### src/rtl/mdio_cmd_arbiter_if.sv
// ---------------------------------------------------------------------------
// mdio_cmd_arbiter_if
// Bundles the two requester ports, the two response ports and the engine
// command/status port of mdio_cmd_arbiter.
//   req0_* / req1_* : request handshake (valid/ack) and request fields
//   rsp0_* / rsp1_* : completion pulse with read data and timeout flag
//   eng_*           : command to and status from the mdio frame engine
// Modports:
//   slave  : the arbiter side
//   master : the environment side (requesters plus frame engine)
// ---------------------------------------------------------------------------
interface mdio_cmd_arbiter_if;
    logic        req0_valid;
    logic        req0_wr;
    logic [4:0]  req0_phy_addr;
    logic [4:0]  req0_dev_type;
    logic [15:0] req0_reg_addr;
    logic [15:0] req0_wdata;
    logic        req0_ack;
    logic        rsp0_valid;
    logic [15:0] rsp0_rdata;
    logic        rsp0_err;

    logic        req1_valid;
    logic        req1_wr;
    logic [4:0]  req1_phy_addr;
    logic [4:0]  req1_dev_type;
    logic [15:0] req1_reg_addr;
    logic [15:0] req1_wdata;
    logic        req1_ack;
    logic        rsp1_valid;
    logic [15:0] rsp1_rdata;
    logic        rsp1_err;

    logic        eng_start;
    logic [1:0]  eng_op;
    logic [4:0]  eng_phy_addr;
    logic [4:0]  eng_dev_type;
    logic [15:0] eng_data_in;
    logic        eng_busy;
    logic [15:0] eng_data_out;
    logic        eng_out_valid;

    modport slave (
        input  req0_valid, req0_wr, req0_phy_addr, req0_dev_type, req0_reg_addr, req0_wdata,
        output req0_ack, rsp0_valid, rsp0_rdata, rsp0_err,
        input  req1_valid, req1_wr, req1_phy_addr, req1_dev_type, req1_reg_addr, req1_wdata,
        output req1_ack, rsp1_valid, rsp1_rdata, rsp1_err,
        output eng_start, eng_op, eng_phy_addr, eng_dev_type, eng_data_in,
        input  eng_busy, eng_data_out, eng_out_valid
    );

    modport master (
        output req0_valid, req0_wr, req0_phy_addr, req0_dev_type, req0_reg_addr, req0_wdata,
        input  req0_ack, rsp0_valid, rsp0_rdata, rsp0_err,
        output req1_valid, req1_wr, req1_phy_addr, req1_dev_type, req1_reg_addr, req1_wdata,
        input  req1_ack, rsp1_valid, rsp1_rdata, rsp1_err,
        input  eng_start, eng_op, eng_phy_addr, eng_dev_type, eng_data_in,
        output eng_busy, eng_data_out, eng_out_valid
    );
endinterface

### src/rtl/mdio_cmd_arbiter.sv
// ---------------------------------------------------------------------------
// mdio_cmd_arbiter
// Round-robin arbiter between two requesters in front of the mdio frame
// engine. Each granted transaction is issued as a Clause 45 ADDRESS frame
// followed by a WRITE or READ frame; the completion (read data, timeout flag)
// is returned on the response port of the requester that owns it.
//
// Ports:
//   clk     : block clock
//   reset_n : asynchronous active-low reset
//   bus     : mdio_cmd_arbiter_if.slave (requests, responses, engine port)
//
// Parameters:
//   TIMEOUT_CYCLES : engine stall limit in clk cycles (timeout build only)
//   OP_ADDR/OP_WR/OP_RD : engine opcodes
//
// Build option:
//   MDIO_ARB_TIMEOUT_EN : when defined, every engine wait state is bounded
//                         by TIMEOUT_CYCLES and a stall completes with
//                         err = 1, rdata = 16'hFFFF. When undefined no
//                         counter exists and rsp*_err is always 0.
//
// state    | meaning
// ---------+---------------------------------------------------------------
// IDLE     | waiting for a request while the engine is idle
// A_START  | start pulse for the ADDRESS frame
// A_WAIT_H | waiting for the engine to report busy on the ADDRESS frame
// A_WAIT_L | waiting for the ADDRESS frame to finish
// D_START  | start pulse for the WRITE/READ frame
// D_WAIT_H | waiting for the engine to report busy on the data frame
// D_WAIT_L | waiting for the data frame to finish, capturing read data
// RESP     | completion pulse to the owning requester
// ---------------------------------------------------------------------------
module mdio_cmd_arbiter #(
    parameter int unsigned TIMEOUT_CYCLES = 20000,
    parameter logic [1:0]  OP_ADDR        = 2'b00,
    parameter logic [1:0]  OP_WR          = 2'b01,
    parameter logic [1:0]  OP_RD          = 2'b11
) (
    input  logic                clk,
    input  logic                reset_n,
    mdio_cmd_arbiter_if.slave   bus
);

    typedef enum logic [2:0] {
        IDLE,
        A_START,
        A_WAIT_H,
        A_WAIT_L,
        D_START,
        D_WAIT_H,
        D_WAIT_L,
        RESP
    } state_t;

    state_t      state_q;
    state_t      state_d;

    logic        owner_q;
    logic        last_q;
    logic        wr_q;
    logic [15:0] wdata_q;
    logic [15:0] rdata_q;
    logic [15:0] rdata_d;
    logic        err_q;
    logic        err_d;

    logic        grant;
    logic        winner;
    logic        timeout;

    // ------------------------------------------------------------------
    // Next state, grant decision and completion data
    // ------------------------------------------------------------------
    always_comb begin
        state_d = state_q;
        grant   = 1'b0;
        rdata_d = rdata_q;
        err_d   = err_q;

        // On contention the requester not granted last wins.
        if (bus.req0_valid && bus.req1_valid) begin
            winner = ~last_q;
        end else begin
            winner = bus.req1_valid;
        end

        case (state_q)
            IDLE: begin
                if ((bus.req0_valid || bus.req1_valid) && !bus.eng_busy) begin
                    grant   = 1'b1;
                    rdata_d = 16'h0000;
                    err_d   = 1'b0;
                    state_d = A_START;
                end
            end
            A_START: state_d = A_WAIT_H;
            A_WAIT_H: begin
                if (bus.eng_busy) begin
                    state_d = A_WAIT_L;
                end
            end
            A_WAIT_L: begin
                if (!bus.eng_busy) begin
                    state_d = D_START;
                end
            end
            D_START: state_d = D_WAIT_H;
            D_WAIT_H: begin
                if (bus.eng_busy) begin
                    state_d = D_WAIT_L;
                end
            end
            D_WAIT_L: begin
                // The strobe may coincide with busy falling, so the capture
                // goes through rdata_d to reach the response in time.
                if (!wr_q && bus.eng_out_valid) begin
                    rdata_d = bus.eng_data_out;
                end
                if (!bus.eng_busy) begin
                    state_d = RESP;
                end
            end
            RESP: state_d = IDLE;
            default: state_d = IDLE;
        endcase

        if (timeout) begin
            state_d = RESP;
            rdata_d = 16'hFFFF;
            err_d   = 1'b1;
        end
    end

    // ------------------------------------------------------------------
    // State, captured request and registered outputs
    // ------------------------------------------------------------------
    always_ff @(posedge clk or negedge reset_n) begin
        if (!reset_n) begin
            state_q          <= IDLE;
            owner_q          <= 1'b0;
            last_q           <= 1'b1;
            wr_q             <= 1'b0;
            wdata_q          <= 16'h0000;
            rdata_q          <= 16'h0000;
            err_q            <= 1'b0;
            bus.req0_ack     <= 1'b0;
            bus.req1_ack     <= 1'b0;
            bus.rsp0_valid   <= 1'b0;
            bus.rsp0_rdata   <= 16'h0000;
            bus.rsp0_err     <= 1'b0;
            bus.rsp1_valid   <= 1'b0;
            bus.rsp1_rdata   <= 16'h0000;
            bus.rsp1_err     <= 1'b0;
            bus.eng_start    <= 1'b0;
            bus.eng_op       <= 2'b00;
            bus.eng_phy_addr <= 5'h00;
            bus.eng_dev_type <= 5'h00;
            bus.eng_data_in  <= 16'h0000;
        end else begin
            state_q <= state_d;
            rdata_q <= rdata_d;
            err_q   <= err_d;

            bus.req0_ack  <= grant && !winner;
            bus.req1_ack  <= grant && winner;
            bus.eng_start <= (state_d == A_START) || (state_d == D_START);

            bus.rsp0_valid <= (state_d == RESP) && !owner_q;
            bus.rsp0_rdata <= ((state_d == RESP) && !owner_q) ? rdata_d : 16'h0000;
            bus.rsp0_err   <= (state_d == RESP) && !owner_q && err_d;
            bus.rsp1_valid <= (state_d == RESP) && owner_q;
            bus.rsp1_rdata <= ((state_d == RESP) && owner_q) ? rdata_d : 16'h0000;
            bus.rsp1_err   <= (state_d == RESP) && owner_q && err_d;

            // The engine address fields are loaded once at grant and then
            // held untouched until the next grant.
            if (grant) begin
                owner_q          <= winner;
                last_q           <= winner;
                wr_q             <= winner ? bus.req1_wr    : bus.req0_wr;
                wdata_q          <= winner ? bus.req1_wdata : bus.req0_wdata;
                bus.eng_op       <= OP_ADDR;
                bus.eng_data_in  <= winner ? bus.req1_reg_addr : bus.req0_reg_addr;
                bus.eng_phy_addr <= winner ? bus.req1_phy_addr : bus.req0_phy_addr;
                bus.eng_dev_type <= winner ? bus.req1_dev_type : bus.req0_dev_type;
            end else if (state_d == D_START) begin
                bus.eng_op      <= wr_q ? OP_WR : OP_RD;
                bus.eng_data_in <= wdata_q;
            end
        end
    end

`ifdef MDIO_ARB_TIMEOUT_EN
    // ------------------------------------------------------------------
    // Wait-state watchdog: down-counter reloaded on entry to every wait
    // state; terminal count forces the transaction to complete with err.
    // ------------------------------------------------------------------
    localparam int unsigned CNT_W = (TIMEOUT_CYCLES > 1) ? $clog2(TIMEOUT_CYCLES) : 1;

    logic [CNT_W-1:0] tmo_cnt_q;

    function automatic logic is_wait(input state_t s);
        return (s == A_WAIT_H) || (s == A_WAIT_L) || (s == D_WAIT_H) || (s == D_WAIT_L);
    endfunction

    always_ff @(posedge clk or negedge reset_n) begin
        if (!reset_n) begin
            tmo_cnt_q <= '0;
        end else if (is_wait(state_d) && (state_d != state_q)) begin
            tmo_cnt_q <= CNT_W'(TIMEOUT_CYCLES - 1);
        end else if (is_wait(state_q) && (tmo_cnt_q != '0)) begin
            tmo_cnt_q <= tmo_cnt_q - CNT_W'(1);
        end
    end

    assign timeout = is_wait(state_q) && (tmo_cnt_q == '0);
`else
    localparam int unsigned unused_timeout_cycles = TIMEOUT_CYCLES;

    assign timeout = 1'b0;
`endif

endmodule

### src/flat_wrapper.sv
// flat-port wrapper written by rule: the top's interface ports become plain ports
module mdio_cmd_arbiter_flat 
#(
    parameter int unsigned TIMEOUT_CYCLES = 20000,
    parameter logic [1:0]  OP_ADDR        = 2'b00,
    parameter logic [1:0]  OP_WR          = 2'b01,
    parameter logic [1:0]  OP_RD          = 2'b11
)
  (clk, reset_n, bus_req0_valid, bus_req0_wr, bus_req0_phy_addr, bus_req0_dev_type, bus_req0_reg_addr, bus_req0_wdata, bus_req0_ack, bus_rsp0_valid, bus_rsp0_rdata, bus_rsp0_err, bus_req1_valid, bus_req1_wr, bus_req1_phy_addr, bus_req1_dev_type, bus_req1_reg_addr, bus_req1_wdata, bus_req1_ack, bus_rsp1_valid, bus_rsp1_rdata, bus_rsp1_err, bus_eng_start, bus_eng_op, bus_eng_phy_addr, bus_eng_dev_type, bus_eng_data_in, bus_eng_busy, bus_eng_data_out, bus_eng_out_valid);
  mdio_cmd_arbiter_if bus_i ();
  input  logic clk;
  input  logic reset_n;
  input wire logic [$bits(bus_i.req0_valid)-1:0] bus_req0_valid;
  input wire logic [$bits(bus_i.req0_wr)-1:0] bus_req0_wr;
  input wire logic [$bits(bus_i.req0_phy_addr)-1:0] bus_req0_phy_addr;
  input wire logic [$bits(bus_i.req0_dev_type)-1:0] bus_req0_dev_type;
  input wire logic [$bits(bus_i.req0_reg_addr)-1:0] bus_req0_reg_addr;
  input wire logic [$bits(bus_i.req0_wdata)-1:0] bus_req0_wdata;
  output wire logic [$bits(bus_i.req0_ack)-1:0] bus_req0_ack;
  output wire logic [$bits(bus_i.rsp0_valid)-1:0] bus_rsp0_valid;
  output wire logic [$bits(bus_i.rsp0_rdata)-1:0] bus_rsp0_rdata;
  output wire logic [$bits(bus_i.rsp0_err)-1:0] bus_rsp0_err;
  input wire logic [$bits(bus_i.req1_valid)-1:0] bus_req1_valid;
  input wire logic [$bits(bus_i.req1_wr)-1:0] bus_req1_wr;
  input wire logic [$bits(bus_i.req1_phy_addr)-1:0] bus_req1_phy_addr;
  input wire logic [$bits(bus_i.req1_dev_type)-1:0] bus_req1_dev_type;
  input wire logic [$bits(bus_i.req1_reg_addr)-1:0] bus_req1_reg_addr;
  input wire logic [$bits(bus_i.req1_wdata)-1:0] bus_req1_wdata;
  output wire logic [$bits(bus_i.req1_ack)-1:0] bus_req1_ack;
  output wire logic [$bits(bus_i.rsp1_valid)-1:0] bus_rsp1_valid;
  output wire logic [$bits(bus_i.rsp1_rdata)-1:0] bus_rsp1_rdata;
  output wire logic [$bits(bus_i.rsp1_err)-1:0] bus_rsp1_err;
  output wire logic [$bits(bus_i.eng_start)-1:0] bus_eng_start;
  output wire logic [$bits(bus_i.eng_op)-1:0] bus_eng_op;
  output wire logic [$bits(bus_i.eng_phy_addr)-1:0] bus_eng_phy_addr;
  output wire logic [$bits(bus_i.eng_dev_type)-1:0] bus_eng_dev_type;
  output wire logic [$bits(bus_i.eng_data_in)-1:0] bus_eng_data_in;
  input wire logic [$bits(bus_i.eng_busy)-1:0] bus_eng_busy;
  input wire logic [$bits(bus_i.eng_data_out)-1:0] bus_eng_data_out;
  input wire logic [$bits(bus_i.eng_out_valid)-1:0] bus_eng_out_valid;
  assign bus_i.req0_valid = bus_req0_valid;
  assign bus_i.req0_wr = bus_req0_wr;
  assign bus_i.req0_phy_addr = bus_req0_phy_addr;
  assign bus_i.req0_dev_type = bus_req0_dev_type;
  assign bus_i.req0_reg_addr = bus_req0_reg_addr;
  assign bus_i.req0_wdata = bus_req0_wdata;
  assign bus_req0_ack = bus_i.req0_ack;
  assign bus_rsp0_valid = bus_i.rsp0_valid;
  assign bus_rsp0_rdata = bus_i.rsp0_rdata;
  assign bus_rsp0_err = bus_i.rsp0_err;
  assign bus_i.req1_valid = bus_req1_valid;
  assign bus_i.req1_wr = bus_req1_wr;
  assign bus_i.req1_phy_addr = bus_req1_phy_addr;
  assign bus_i.req1_dev_type = bus_req1_dev_type;
  assign bus_i.req1_reg_addr = bus_req1_reg_addr;
  assign bus_i.req1_wdata = bus_req1_wdata;
  assign bus_req1_ack = bus_i.req1_ack;
  assign bus_rsp1_valid = bus_i.rsp1_valid;
  assign bus_rsp1_rdata = bus_i.rsp1_rdata;
  assign bus_rsp1_err = bus_i.rsp1_err;
  assign bus_eng_start = bus_i.eng_start;
  assign bus_eng_op = bus_i.eng_op;
  assign bus_eng_phy_addr = bus_i.eng_phy_addr;
  assign bus_eng_dev_type = bus_i.eng_dev_type;
  assign bus_eng_data_in = bus_i.eng_data_in;
  assign bus_i.eng_busy = bus_eng_busy;
  assign bus_i.eng_data_out = bus_eng_data_out;
  assign bus_i.eng_out_valid = bus_eng_out_valid;
  mdio_cmd_arbiter #(.TIMEOUT_CYCLES(TIMEOUT_CYCLES), .OP_ADDR(OP_ADDR), .OP_WR(OP_WR), .OP_RD(OP_RD)) u_core (.clk(clk), .reset_n(reset_n), .bus(bus_i));
endmodule
### config.mk
export PLATFORM = sky130hd
export DESIGN_NAME = mdio_cmd_arbiter_flat
export DESIGN_NICKNAME = d
export VERILOG_FILES = /design/src/rtl/mdio_cmd_arbiter_if.sv /design/src/rtl/mdio_cmd_arbiter.sv /design/src/flat_wrapper.sv
export SDC_FILE = /design/constraint.sdc
export NUM_CORES = 1
export LEC_CHECK = 0
export ABC_AREA = 1
export CAP_MARGIN = 20
export CORE_UTILIZATION = 47
export DETAILED_ROUTE_END_ITERATION = 8
export GPL_TIMING_DRIVEN = 0
export HOLD_SLACK_MARGIN = 0.06
export PLACE_DENSITY = 0.83
export RECOVER_POWER = 50
export SYNTH_ARGS = -nofsm -noshare
export SYNTH_HDL_FRONTEND = slang
export SYNTH_SLANG_ARGS = --single-unit
### constraint.sdc
create_clock -name clk -period 3.1 [get_ports clk]
set_input_delay 0.31 -clock clk [delete_from_list [all_inputs] [get_ports clk]]
set_output_delay 0.31 -clock clk [all_outputs]
set_load 0.03 [all_outputs]
==> results.toml <==
[sta]
period_minus_slack_ns = 2.25
finClkSkew_ns = 0.0123
slew_headroom_pct = 20.1
finalSetupTns_ns = 0
tightestPinTransition_ns = 1.20
hold_viol = 0
rsz0062_at_grt = "no"
timing.fmax_ghz = 0.444
post-route-period-util_pct = 72.6
slew_violations = 0
setup_viol = 0

[grt]
grt_antenna_before_repair = 0
grt_usage_pct = 25.3
grt_pass1_vias = 4128
grt_start_max_net_pins = 59
grt_first_pass_wirelength_mm = 19.6
grt-ovfl-total = 0

[worst_setup_path]
path_class = "in -> reg"
worst-path-max-fanout = 10
cp-end-kind = "flip-flop"
worstSetupStartpointType = "primary input"
crit_required_ns = 3.36
arrival_ns = 2.52

[layout]
drive_gt1_share_pct = 5.38
instances_no_fill = 873
syn_to_final_growth_pct = 45.3
antenna_cells = 0
fin_util_pct = 71.3
nets = 847

[min_path]
hold_path_class = "in -> reg"

[placed_design]
place_congestion = 0.879
hpwl_mm = 9.20
portBuffers = 173
placed_cells = 856

[clock_tree]
clock-root-buffer = "clkbuf_8"
clock_latency_ns = 0.37
cts_tree = "done"
hold_buffers = 1
clockBufferDepth = 2
cts_max_level = 3
cts_sinks = 106
cts.reportedPaths.clkPinSlew_ns = 0.10
post_cts_resized = 0
cts_made_buffers = 9
cts_setup_buffers = 0

[floorplanning]
fp.dieH_um = 101
initial_core_util_pct = 49.1
io-pin-count = 175
dieArea_um2 = 10100
num_rows = 35
die_w_um = 101
core_um2 = 9330

[yosys]
synth_cells = 553
synth-seq-cells = 106
ys_top_cells_by_area = "dfrtp_1 (57%), nand2_1 (23%), nand3_1 (6.2%)"
yosysUniqueCellTypes = 24
synth_most_common_cell = "nand2_1"
synth_nets = 661
yosys.area.top_type_share_pct = 57.4
synth_area_leader_cell = "dfrtp_1"
syn-cell-area_um2 = 4580
yosysWarnings = 0
ys_seq_area_share_pct = 58.0
synth_area_per_cell_um2 = 8.28
async_reset_ff_share_pct = 100
synth-main-ff-cell = "dfrtp_1"
synth_edf_count = 0
yosys-top-cells-count = "nand2_1 (279), dfrtp_1 (105), nand3_1 (57), inv_1 (27), a21oi_1 (22)"

[outcome]
status = "completed"

[detailed_routing]
drt-total-wl_mm = 12.2
drt-wirelength-per-cell_um = 14.0
num_vias = 4315
drtIter0Drc = 145
viasPerCell = 4.94
dr.pass1.iters = 5
ant_nets = 0
drc = 0

[pwr]
irDropWorstVdd_mv = 0.553
power_density_nw_per_um2 = 721
total_power_mw = 4.80
leakage_nw = 3.33

[run]
max-cap-violations = 0
[cells in the final DEF, fill, tap and decap left out]
cell	count
nor2_2	2
inv_8	1
nand3_1	58
dlygate4sd3_1	2
buf_16	1
a21oi_1	22
a21oi_2	1
clkbuf_8	9
inv_1	28
dfstp_2	1
buf_4	5
buf_1	1
nand2_1	282
clkbuf_1	7
nand2_2	2
buf_2	7
buf_6	2
clkinv_2	1
clkinv_4	3
clkinv_8	1
nor2_1	16
clkbuf_2	1
dfrtp_1	105
o211ai_1	2
clkinvlp_4	1
nand3_2	1
nor2_8	1
o21ai_0	9
a21boi_0	1
clkdlybuf4s50_1	171
[layer usage]
metal | up-vias | global-route usage (%) | wire [um]
met5 | - | 0 | 0
met4 | 0 | 6.91 | 140
met3 | 12 | 6.73 | 1090
met2 | 209 | 43.2 | 5960
met1 | 1993 | 31.7 | 5030
li1 | 2101 | - | -
[critical path: stages]
cell,delay [ns]
dlygate4sd3_1,0.61
nor2_1,0.19
nand3_1,0.38
nand2_1,0.41
inv_1,0.23
buf_4,0.23
nand2_1,0.08
nand2_1,0.06
[cell type report]
| cell class | instances | area [um^2] |
|---|---|---|
| flip-flops and latches | 106 | 2650 |
| inverters | 28 | 105 |
| fillers | 717 | 2680 |
| repair buffers | 175 | 1760 |
| well taps | 129 | 161 |
| clock buffers | 9 | 124 |
| plain buffers | 22 | 125 |
| clock inverters | 7 | 66.3 |
| multi-input cells | 397 | 1650 |
[state kept, by name, summed over array words and instances (netlist names)]
register	cells
u_core.bus.rsp0_rdata	16
u_core.last_q	1
u_core.bus.rsp1_valid	1
u_core.owner_q	1
u_core.wr_q	1
u_core.bus.rsp1_rdata	16
u_core.bus.rsp1_err	1
u_core.bus.req1_ack	1
u_core.err_q	1
u_core.bus.eng_phy_addr	5
u_core.wdata_q	16
u_core.bus.rsp0_err	1
u_core.rdata_q	16
u_core.state_q	3
u_core.bus.eng_dev_type	5
u_core.bus.eng_start	1
u_core.bus.eng_data_in	16
u_core.bus.eng_op	2
u_core.bus.rsp0_valid	1
u_core.bus.req0_ack	1
[cells by family (layout without fill, tap and decap cells)]
kind of cell | Yosys count | count (layout) | share of synthesized area (%)
AND/OR/NAND/NOR | 362 | 362 | 32.7
flip-flops | 106 | 106 | 58.0
buffers and inverters | 50 | 241 | 5.22
AO/OA/AOI/OAI | 35 | 35 | 4.07
[per-stage QoR]
stage          hold WS (ns)  instance area [um^2]  setup slack [ns]
2_1_floorplan        0.0144                  4580              1.71
3_3_place_gp          0.462                  6470             -2.00
3_5_place_dp          0.363                  6500              1.08
4_1_cts               0.451                  6700              1.31
5_1_grt               0.499                  6650             0.637
6_report              0.460                  6650             0.848
[final timing paths]
check | start | end | slack [ns] | depth (start not counted)
setup / recovery | bus_eng_busy | u_core.bus.eng_data_in[13] | 0.85 | 8
hold / removal | bus_req1_valid | u_core.bus.eng_data_in[15] | 0.46 | 7
setup reg to reg | u_core.state_q[2] | u_core.bus.eng_data_in[13] | 0.94 | 7
hold reg to reg | u_core.last_q | u_core.last_q | 0.49 | 2
max in group asynchronous | reset_n | u_core.last_q | 1.47 | 3
min in group asynchronous | reset_n | u_core.bus.eng_data_in[10] | 0.72 | 2
[where the power goes]
| part | leakage [nW] | total (mW) | switching, mW | internal, mW |
|---|---|---|---|---|
| Clock | 0.0941 | 0.802 | 0.495 | 0.307 |
| Sequential | 1.40 | 1.97 | 0.200 | 1.77 |
| Combinational | 1.83 | 2.03 | 1.24 | 0.783 |
| Total | 3.33 | 4.80 | 1.94 | 2.86 |
Note: power is estimated with default switching activity, not from simulation.
